===== config.mk =====
export PLATFORM = sky130hd
export DESIGN_NAME = me_stage_flat
export DESIGN_NICKNAME = d
export VERILOG_FILES = /design/src/rtl/me_stage_if.sv /design/src/rtl/me_stage.sv /design/src/flat_wrapper.sv
export SDC_FILE = /design/constraint.sdc
export NUM_CORES = 1
export LEC_CHECK = 0
export BUFFER_PORTS_ARGS = -buffer_cell sky130_fd_sc_hd__buf_4
export CORE_AREA = 2 2 129 131
export CTS_CLUSTER_SIZE = 16
export DETAILED_ROUTE_END_ITERATION = 8
export DIE_AREA = 0 0 131 133
export PLACE_DENSITY_LB_ADDON = 0.1
export SETUP_SLACK_MARGIN = 0.5
export SKIP_CTS_REPAIR_TIMING = 1
export SYNTH_ARGS = -nofsm -noshare
export SYNTH_HDL_FRONTEND = slang
export SYNTH_SLANG_ARGS = --single-unit

===== constraint.sdc =====
create_clock -name clk -period 7.17 [get_ports clk]
set_clock_uncertainty 0.2 [all_clocks]
set_input_delay 1.434 -clock clk [delete_from_list [all_inputs] [get_ports clk]]
set_output_delay 1.434 -clock clk [all_outputs]
set_load 0.02 [all_outputs]

===== src/rtl/me_stage_if.sv =====
// Data-cache port between the memory stage and the cache.
// master: req/we/addr/wdata/be out, ready/rdata in.
interface me_stage_if;
    logic        req;
    logic        we;
    logic [31:0] addr;
    logic [31:0] wdata;
    logic [3:0]  be;
    logic        ready;
    logic [31:0] rdata;

    modport master (
        output req, we, addr, wdata, be,
        input  ready, rdata
    );

    modport slave (
        input  req, we, addr, wdata, be,
        output ready, rdata
    );
endinterface


===== src/rtl/me_stage.sv =====
// Memory-access stage: cache load/store, load formatting,
// PC redirect resolution and the ME/WB pipeline register.
// Ports: clk, rst (sync, active high); me_* controls from EX/ME;
// dmem (cache port, master); me_stall; pc_redirect/pc_target;
// misalign and wb_* (registered ME/WB outputs).
module me_stage (
    input  logic        clk,
    input  logic        rst,
    input  logic        me_write_reg_enable,
    input  logic        me_wb_aluOut_or_memOut,
    input  logic [1:0]  me_write_ram_flag,
    input  logic [2:0]  me_load_ram_flag,
    input  logic [1:0]  me_pc_condition,
    input  logic        me_branch_enable,
    input  logic [31:0] me_pc_add_imm_32,
    input  logic [31:0] me_rs1_data_add_imm_32_for_pc,
    input  logic [31:0] me_alu_out,
    input  logic [31:0] me_rs2_data,
    input  logic [4:0]  me_rd_addr,
    input  logic [4:0]  me_rs2_addr,
    me_stage_if.master  dmem,
    output logic        me_stall,
    output logic        pc_redirect,
    output logic [31:0] pc_target,
    output logic        misalign,
    output logic        wb_write_reg_enable,
    output logic [4:0]  wb_rd_addr,
    output logic [31:0] wb_data,
    output logic [4:0]  wb_rs2_addr
);

    typedef enum logic {
        S_IDLE,
        S_WAIT
    } state_t;

    state_t state;

    logic       is_store;
    logic       is_load;
    logic       access;
    logic       sz_b;
    logic       sz_h;
    logic       sz_w;
    logic [1:0] off;
    logic       mis;
    logic       go;
    logic       req;
    logic [3:0] be_base;
    logic [7:0]  ld_byte;
    logic [15:0] ld_half;
    logic [31:0] ld_data;

    assign off      = me_alu_out[1:0];
    assign is_store = me_write_ram_flag != 2'd0;
    assign is_load  = (me_load_ram_flag != 3'd0)
                    && (me_load_ram_flag <= 3'd5);
    assign access   = is_store || is_load;

    // Access size; a store wins over a simultaneous load.
    always_comb begin
        sz_b = 1'b0;
        sz_h = 1'b0;
        sz_w = 1'b0;
        if (is_store) begin
            unique case (me_write_ram_flag)
                2'd1:    sz_b = 1'b1;
                2'd2:    sz_h = 1'b1;
                default: sz_w = 1'b1;
            endcase
        end else begin
            unique case (me_load_ram_flag)
                3'd1, 3'd2: sz_b = 1'b1;
                3'd3, 3'd4: sz_h = 1'b1;
                default:    sz_w = 1'b1;
            endcase
        end
    end

    assign mis = access
              && ((sz_h && off[0]) || (sz_w && off != 2'd0));
    assign go  = access && !mis;

    // WAIT keeps the request up; the me_* inputs are frozen
    // by the stall, so go is still true there as well.
    assign req      = !rst && (go || state == S_WAIT);
    assign me_stall = req && !dmem.ready;

    assign dmem.req  = req;
    assign dmem.we   = req && is_store;
    assign dmem.addr = {me_alu_out[31:2], 2'b00};

    always_comb begin
        be_base = 4'b1111;
        unique case (1'b1)
            sz_b:    be_base = 4'b0001;
            sz_h:    be_base = 4'b0011;
            default: be_base = 4'b1111;
        endcase
    end

    assign dmem.be = sz_w ? 4'b1111 : (be_base << off);

    always_comb begin
        dmem.wdata = me_rs2_data;
        unique case (1'b1)
            sz_b:    dmem.wdata = {4{me_rs2_data[7:0]}};
            sz_h:    dmem.wdata = {2{me_rs2_data[15:0]}};
            default: dmem.wdata = me_rs2_data;
        endcase
    end

    assign ld_byte = dmem.rdata[{off, 3'b000} +: 8];
    assign ld_half = off[1] ? dmem.rdata[31:16]
                            : dmem.rdata[15:0];

    always_comb begin
        ld_data = dmem.rdata;
        unique case (me_load_ram_flag)
            3'd1:    ld_data = {{24{ld_byte[7]}}, ld_byte};
            3'd2:    ld_data = {24'd0, ld_byte};
            3'd3:    ld_data = {{16{ld_half[15]}}, ld_half};
            3'd4:    ld_data = {16'd0, ld_half};
            default: ld_data = dmem.rdata;
        endcase
    end

    // Redirect only when the instruction actually leaves ME.
    always_comb begin
        pc_redirect = 1'b0;
        pc_target   = 32'd0;
        if (!rst && !me_stall) begin
            unique case (me_pc_condition)
                2'd1: begin
                    if (me_branch_enable) begin
                        pc_redirect = 1'b1;
                        pc_target   = me_pc_add_imm_32;
                    end
                end
                2'd2: begin
                    pc_redirect = 1'b1;
                    pc_target   = me_pc_add_imm_32;
                end
                2'd3: begin
                    pc_redirect = 1'b1;
                    pc_target   = me_rs1_data_add_imm_32_for_pc
                                & ~32'd1;
                end
                default: ;
            endcase
        end
    end

    always_ff @(posedge clk) begin
        if (rst) begin
            state               <= S_IDLE;
            misalign            <= 1'b0;
            wb_write_reg_enable <= 1'b0;
            wb_rd_addr          <= 5'd0;
            wb_data             <= 32'd0;
            wb_rs2_addr         <= 5'd0;
        end else begin
            unique case (state)
                S_IDLE:
                    if (go && !dmem.ready) state <= S_WAIT;
                S_WAIT:
                    if (dmem.ready) state <= S_IDLE;
            endcase
            if (me_stall) begin
                misalign            <= 1'b0;
                wb_write_reg_enable <= 1'b0;
                wb_rd_addr          <= 5'd0;
                wb_data             <= 32'd0;
                wb_rs2_addr         <= 5'd0;
            end else begin
                misalign            <= mis;
                wb_write_reg_enable <= me_write_reg_enable && !mis;
                wb_rd_addr          <= me_rd_addr;
                wb_data             <= me_wb_aluOut_or_memOut
                                     ? ld_data : me_alu_out;
                wb_rs2_addr         <= me_rs2_addr;
            end
        end
    end

endmodule

===== src/flat_wrapper.sv =====
// flat-port wrapper written by rule: the top's interface ports become plain ports
module me_stage_flat 
  (clk, rst, me_write_reg_enable, me_wb_aluOut_or_memOut, me_write_ram_flag, me_load_ram_flag, me_pc_condition, me_branch_enable, me_pc_add_imm_32, me_rs1_data_add_imm_32_for_pc, me_alu_out, me_rs2_data, me_rd_addr, me_rs2_addr, me_stall, pc_redirect, pc_target, misalign, wb_write_reg_enable, wb_rd_addr, wb_data, wb_rs2_addr, dmem_req, dmem_we, dmem_addr, dmem_wdata, dmem_be, dmem_ready, dmem_rdata);
  me_stage_if dmem_i ();
  input  logic clk;
  input  logic rst;
  input  logic me_write_reg_enable;
  input  logic me_wb_aluOut_or_memOut;
  input  logic [1:0] me_write_ram_flag;
  input  logic [2:0] me_load_ram_flag;
  input  logic [1:0] me_pc_condition;
  input  logic me_branch_enable;
  input  logic [31:0] me_pc_add_imm_32;
  input  logic [31:0] me_rs1_data_add_imm_32_for_pc;
  input  logic [31:0] me_alu_out;
  input  logic [31:0] me_rs2_data;
  input  logic [4:0] me_rd_addr;
  input  logic [4:0] me_rs2_addr;
  output logic me_stall;
  output logic pc_redirect;
  output logic [31:0] pc_target;
  output logic misalign;
  output logic wb_write_reg_enable;
  output logic [4:0] wb_rd_addr;
  output logic [31:0] wb_data;
  output logic [4:0] wb_rs2_addr;
  output wire logic [$bits(dmem_i.req)-1:0] dmem_req;
  output wire logic [$bits(dmem_i.we)-1:0] dmem_we;
  output wire logic [$bits(dmem_i.addr)-1:0] dmem_addr;
  output wire logic [$bits(dmem_i.wdata)-1:0] dmem_wdata;
  output wire logic [$bits(dmem_i.be)-1:0] dmem_be;
  input wire logic [$bits(dmem_i.ready)-1:0] dmem_ready;
  input wire logic [$bits(dmem_i.rdata)-1:0] dmem_rdata;
  assign dmem_req = dmem_i.req;
  assign dmem_we = dmem_i.we;
  assign dmem_addr = dmem_i.addr;
  assign dmem_wdata = dmem_i.wdata;
  assign dmem_be = dmem_i.be;
  assign dmem_i.ready = dmem_ready;
  assign dmem_i.rdata = dmem_rdata;
  me_stage u_core (.clk(clk), .rst(rst), .me_write_reg_enable(me_write_reg_enable), .me_wb_aluOut_or_memOut(me_wb_aluOut_or_memOut), .me_write_ram_flag(me_write_ram_flag), .me_load_ram_flag(me_load_ram_flag), .me_pc_condition(me_pc_condition), .me_branch_enable(me_branch_enable), .me_pc_add_imm_32(me_pc_add_imm_32), .me_rs1_data_add_imm_32_for_pc(me_rs1_data_add_imm_32_for_pc), .me_alu_out(me_alu_out), .me_rs2_data(me_rs2_data), .me_rd_addr(me_rd_addr), .me_rs2_addr(me_rs2_addr), .dmem(dmem_i), .me_stall(me_stall), .pc_redirect(pc_redirect), .pc_target(pc_target), .misalign(misalign), .wb_write_reg_enable(wb_write_reg_enable), .wb_rd_addr(wb_rd_addr), .wb_data(wb_data), .wb_rs2_addr(wb_rs2_addr));
endmodule

After elaboration in Yosys (flattened, before gate mapping)
Cells that the tools add are included.
{"block": "totals", "regBits": 45, "latchBits": 0, "mem_bits_rw": 0, "mem_bits_ro": 0, "inputBits": 183, "word_cells": 70, "mem_count": 0}
{"block": "classes", "add_sub_neg": 0, "mul": 0, "div_mod_pow": 0, "n_lt_le_gt_ge": 1, "eq_ne": 9, "shifts": 2, "n_mux": 24, "n_bitwise": 1, "reduce_logical": 27}
{"op": "one-hot mux 32 bit (4 select lines)", "n": 1}
{"op": "two-way mux 32 bit", "n": 3}
{"op": "one-hot mux 32 bit (3 select lines)", "n": 1}
{"op": "one-hot mux 32 bit (2 select lines)", "n": 1}
{"op": "variable part select 32 x 6 -> 8 bit", "n": 1}
{"op": "two-way mux 16 bit", "n": 1}
{"op": "two-way mux 1 bit", "n": 13}
{"op": "logical AND 1 bit", "n": 11}
{"op": "OR reduction 2 bit", "n": 5}
{"op": "one-hot mux 4 bit (2 select lines)", "n": 1}
{"op": "== test 2 bit, second input constant", "n": 3}
{"op": "== test 3 x 2 -> 1 bit, second input constant", "n": 2}
{"op": "== test 2 x 1 -> 1 bit, second input constant", "n": 2}
{"op": "logical NOT 1 bit", "n": 4}
{"op": "two-way mux 4 bit", "n": 1}
{"op": "one-hot mux 1 bit (2 select lines)", "n": 2}
{"op": "nonzero test 2 bit", "n": 2}
{"op": "OR reduction 4 bit", "n": 1}
{"op": "left shift 4 x 2 -> 4 bit", "n": 1}
{"op": "== test 3 x 1 -> 1 bit, second input constant", "n": 1}
{"op": "== test 3 bit, second input constant", "n": 1}
{"op": "less-or-equal comparator 3 bit, second input constant", "n": 1}
{"op": "logical OR 1 bit", "n": 3}
{"op": "nonzero test 3 bit", "n": 1}
{"op": "inverter 1 bit", "n": 1}

Longest topological paths before layout
{"block": "depth", "word_depth": 15, "mapped_depth": 10, "depth_no_buf": 7}

Worst setup path after synthesis
OpenSTA, ideal clock, no wires.
{"block": "synth_timing", "path_kind": "in2out", "start": "input me_load_ram_flag[0]", "end": "output dmem_be[2]", "arrival_ns": 3.177, "required_time_ns": 5.536, "path_slack_ns": 2.359, "path_stages": 7, "path_buffers": 2, "cell_sequence": "or3_4 nand2_1 a21o_1 buf_2 clkbuf_1 nor3_1 o21ai_0"}
{"block": "synth_via", "elab_chain_len": 7, "word_cells_on_any_way": 16, "classes_between": "eq/ne (4); shift (1); mux (8); reduce/logical (3)"}
{"item": "from (decl)", "line_no": "flat_wrapper.sv:10", "text": "input logic [2:0] me_load_ram_flag;"}
{"item": "== test 3 x 2 -> 1 bit, or another cell as far along", "line_no": "me_stage.sv:72", "text": "unique case (me_load_ram_flag)"}
{"item": "OR reduction 2 bit"}
{"item": "two-way mux 1 bit", "line_no": "me_stage.sv:72"}
{"item": "two-way mux 1 bit", "line_no": "me_stage.sv:65", "text": "if (is_store) begin"}
{"item": "one-hot mux 4 bit (2 select lines)", "line_no": "me_stage.sv:95", "text": "unique case (1'b1)"}
{"item": "left shift 4 x 2 -> 4 bit", "line_no": "me_stage.sv:102", "text": "assign dmem.be = sz_w ? 4'b1111 : (be_base << off);"}
{"item": "two-way mux 4 bit (*)", "line_no": "me_stage.sv:102"}
{"item": "to (decl)", "line_no": "flat_wrapper.sv:31", "text": "output wire logic [$bits(dmem_i.be)-1:0] dmem_be;"}
Every way passes the cells marked *; elsewhere a longest branch is shown, timed or not.

Worst setup path after layout
{"block": "layout_timing", "start": "input me_load_ram_flag[2]", "end": "output pc_target[21]"}
{"block": "layout_via", "elab_chain_len": 15, "word_cells_on_any_way": 26, "classes_between": "order compare (1); eq/ne (4); mux (5); reduce/logical (16)"}
{"item": "== test 3 x 1 -> 1 bit, or another cell as far along", "line_no": "me_stage.sv:72"}
{"item": "OR reduction 4 bit (no source line) or OR reduction 2 bit (tied branches)"}
{"item": "two-way mux 1 bit", "line_no": "me_stage.sv:72"}
{"item": "two-way mux 1 bit", "line_no": "me_stage.sv:65"}
{"item": "logical AND 1 bit", "line_no": "me_stage.sv:81", "text": "&& ((sz_h && off[0]) || (sz_w && off != 2'd0));"}
{"item": "logical OR 1 bit", "line_no": "me_stage.sv:81"}
{"item": "logical AND 1 bit", "line_no": "me_stage.sv:81"}
{"item": "logical NOT 1 bit", "line_no": "me_stage.sv:82", "text": "assign go = access && !mis;"}
{"item": "logical AND 1 bit (*)", "line_no": "me_stage.sv:82"}
{"item": "logical OR 1 bit (*)", "line_no": "me_stage.sv:86", "text": "assign req = !rst && (go || state == S_WAIT);"}
{"item": "logical AND 1 bit (*)", "line_no": "me_stage.sv:86"}
{"item": "logical AND 1 bit (*)", "line_no": "me_stage.sv:87", "text": "assign me_stall = req && !dmem.ready;"}
{"item": "logical NOT 1 bit (*)", "line_no": "me_stage.sv:132", "text": "if (!rst && !me_stall) begin"}
{"item": "logical AND 1 bit (*)", "line_no": "me_stage.sv:132"}
{"item": "two-way mux 32 bit (*)", "line_no": "me_stage.sv:132"}
{"item": "to (decl)", "line_no": "flat_wrapper.sv:21", "text": "output logic [31:0] pc_target;"}
Marks and branches as above.

==> results.py <==
metrics = {
    "sta": {
        "timing.fmax_mhz": 182,
        "hold_viol": 0,
        "slew-limit-headroom": 0.291,
        "slew_violations": 0,
        "worstMarginPinSlew_ns": 1.06,
        "whs_ns": 0.372,
        "fin_crit_sh": 0.767,
        "tns_ns": 0,
        "setup_violations": 0,
        "period_minus_slack_ns": 5.50,
        "rsz0062_at_grt": "no",
    },
    "global_route": {
        "grt_util_all_layers": 0.177,
        "grt_max_degree": 64,
        "grt_overflow": 0,
        "antenna_found_initial": 3,
        "grt_pass1_vias": 4362,
        "grt_pass1_wl_um": 23700,
    },
    "setup_path": {
        "critPathLaunchType": "input pin",
        "critical_path_class": "input pin to output pin",
        "crit_path_max_fanout": 63,
        "crit_path_end": "pc_target[21]",
        "reg2reg_slack_ns": 5.43,
        "setup.worst_path.start": "me_load_ram_flag[2]",
        "required_ns": 5.54,
        "r2r_cells": 3,
        "endpoint_kind": "output pin",
        "worst_ep_arrival_time_ns": 3.87,
        "crit-reg2reg-launch": "u_core.state$_SDFF_PP0_",
        "rr_endpoint": "u_core.wb_data[10]$_SDFF_PP0_",
    },
    "power_and_ir_drop": {
        "powerDensity_nw_per_um2": 161,
        "vdd_drop_max_uv": 118,
        "p_leak_nw": 2.91,
    },
    "floorplan": {
        "row_count": 47,
        "die_area_um2": 17400,
        "die_height_um": 133,
        "die_width_um": 131,
        "num_io_pins": 331,
        "initial_core_util": 0.226,
        "core_area_um2": 16200,
    },
    "clock_network": {
        "cts_made_buffers": 5,
        "root_buffer": "clkbuf_16",
        "clock_sinks": 45,
        "htree_num_levels": 2,
        "clk_path_buf_depth": 2,
        "insertion_delay_ns": 0.29,
        "clk_pin_slew_worst_paths_ns": 0.07,
        "tritoncts": "yes",
    },
    "synth": {
        "synth_top_area_frac": 0.246,
        "syn_area_um2": 3660,
        "ys_async_sr_fraction": 0,
        "synth-edff-count": 0,
        "postSynthCellCount": 462,
        "yosysTopAreaCell": "dfxtp_1",
        "ys.flop_type": "dfxtp_1",
        "yosysWarnings": 0,
        "ys_ff_latch": 45,
        "yosysSeqAreaShare": 0.246,
        "synth.avg_cell_area_um2": 7.92,
        "yosys.cell_types.count": 55,
        "synth_area_leaders": "dfxtp_1, buf_4, nor2_1",
    },
    "drt": {
        "dr.pass1.iters": 6,
        "drt_iter0_drc": 235,
        "drcViolationCount": 0,
        "vias": 4497,
        "routed_via_density": 4.77,
        "detail_route.wl_per_cell_um": 17.3,
        "route.antenna.remaining_nets": 0,
        "wl_um": 16300,
    },
    "finish": {
        "instances_no_fill": 943,
        "final_common_cell": "buf_4",
        "nNetsFinal": 905,
        "drive_gt1_frac": 0.540,
        "mostFrequentLayoutCells": "buf_4, nor2_1, dfxtp_1, nand2_1, a22oi_1",
        "synthToLayoutAreaGrowth_pct": 67.2,
    },
    "placed_design": {
        "port-buffer-count": 327,
        "dp_hpwl_um": 12900,
        "gp_congestion": 0.767,
        "placed_cells": 932,
    },
    "status": {
        "status": "finished clean",
    },
    "flow_run": {
        "drv_cap": 0,
    },
    "worst_hold_path": {
        "hp-class": "register to register",
    },
}
-- report_power, final --
| part | switching, mW | internal, mW | total, mW |
|---|---|---|---|
| logic | 0.234 | 0.202 | 0.436 |
| registers | 0.00572 | 0.271 | 0.277 |
| clock network | 0.108 | 0.166 | 0.273 |
-- stage by stage --
stage           util  cell area [um2]  power, mW  setup WS, ns
6_report       0.378             6110      0.986          1.67
5_1_grt        0.378             6110       1.04          1.40
4_1_cts        0.378             6110       1.00          1.64
3_5_place_dp   0.367             5940      0.723          1.64
3_3_place_gp   0.367             5940      0.721          1.63
2_1_floorplan      -             3660      0.524          2.36
-- registers in the layout, summed over array words and instances (netlist names) --
signal / count
u_core.wb_rs2_addr: 5
u_core.wb_data: 32
u_core.misalign: 1
u_core.wb_rd_addr: 5
u_core.state: 1
u_core.wb_write_reg_enable: 1
-- critical path, stage by stage --
cell,delay [ns]
buf_4,0.19
or3b_1,0.39
a31oi_1,0.13
buf_4,0.21
a2bb2oi_1,0.31
a31o_4,0.85
nor2_1,0.14
buf_4,0.20
-- synth_stat cells (all sizes together), types with 2 or more instances --
| cell type | instances |
|---|---|
| a211o | 2 |
| a211oi | 27 |
| a21boi | 2 |
| a21o | 3 |
| a21oi | 3 |
| a221oi | 5 |
| a222oi | 8 |
| a22o | 8 |
| a22oi | 31 |
| a2bb2oi | 2 |
| a31o | 3 |
| a31oi | 2 |
| a32oi | 8 |
| and2 | 14 |
| and3 | 2 |
| buf | 56 |
| clkbuf | 26 |
| dfxtp | 45 |
| ha | 3 |
| inv | 18 |
| mux2 | 20 |
| mux2i | 3 |
| nand2 | 32 |
| nand2b | 3 |
| nand3 | 5 |
| nand3b | 6 |
| nand4 | 2 |
| nor2 | 63 |
| nor2b | 2 |
| nor3 | 18 |
| o2111ai | 4 |
| o21ai | 14 |
| o22ai | 8 |
-- cell families after synthesis --
logic type,share of synthesized area
AOI/OAI and AO/OA,0.307
xor gates and xnor gates,0.00240
adders and majority gates,0.0103
buffers and inverters,0.155
DFF,0.246
muxes,0.0698
other,0.00103
and+or+nand+nor,0.208
-- layer usage --
| metal | vias to the layer above | share of wire | track usage |
|---|---|---|---|
| met2 | 213 | 0.54 | 0.330 |
| met1 | 2098 | 0.35 | 0.184 |
| met4 | 0 | 0.026 | 0.0697 |
| li1 | 2166 | - | - |
| met5 | - | 0 | 0 |
| met3 | 20 | 0.088 | 0.0465 |
-- cell type report --
cell class	count	area (um2)
fillers	1738	10100
repair buffers	331	2480
multi-input cells	317	2210
flip-flops and latches	45	901
well taps	220	275
clock buffers	6	129
inverters	19	71.3
clock inverters	2	38.8
diodes	3	7.51
-- how the worst min path moves through the flow --
stage / depth (start not counted) / slack (ns) / startpoint / to
floorplan: 2 / 0.32 / u_core.state$_SDFF_PP0_ / u_core.state$_SDFF_PP0_
global placement: 2 / 0.34 / u_core.state$_SDFF_PP0_ / u_core.state$_SDFF_PP0_
detailed placement: 2 / 0.37 / u_core.state$_SDFF_PP0_ / u_core.state$_SDFF_PP0_
CTS: 2 / 0.38 / u_core.state$_SDFF_PP0_ / u_core.state$_SDFF_PP0_
global route: 2 / 0.45 / u_core.state$_SDFF_PP0_ / u_core.state$_SDFF_PP0_
finish: 2 / 0.37 / u_core.state$_SDFF_PP0_ / u_core.state$_SDFF_PP0_
No activity file was read; power rests on OpenSTA's default activity.
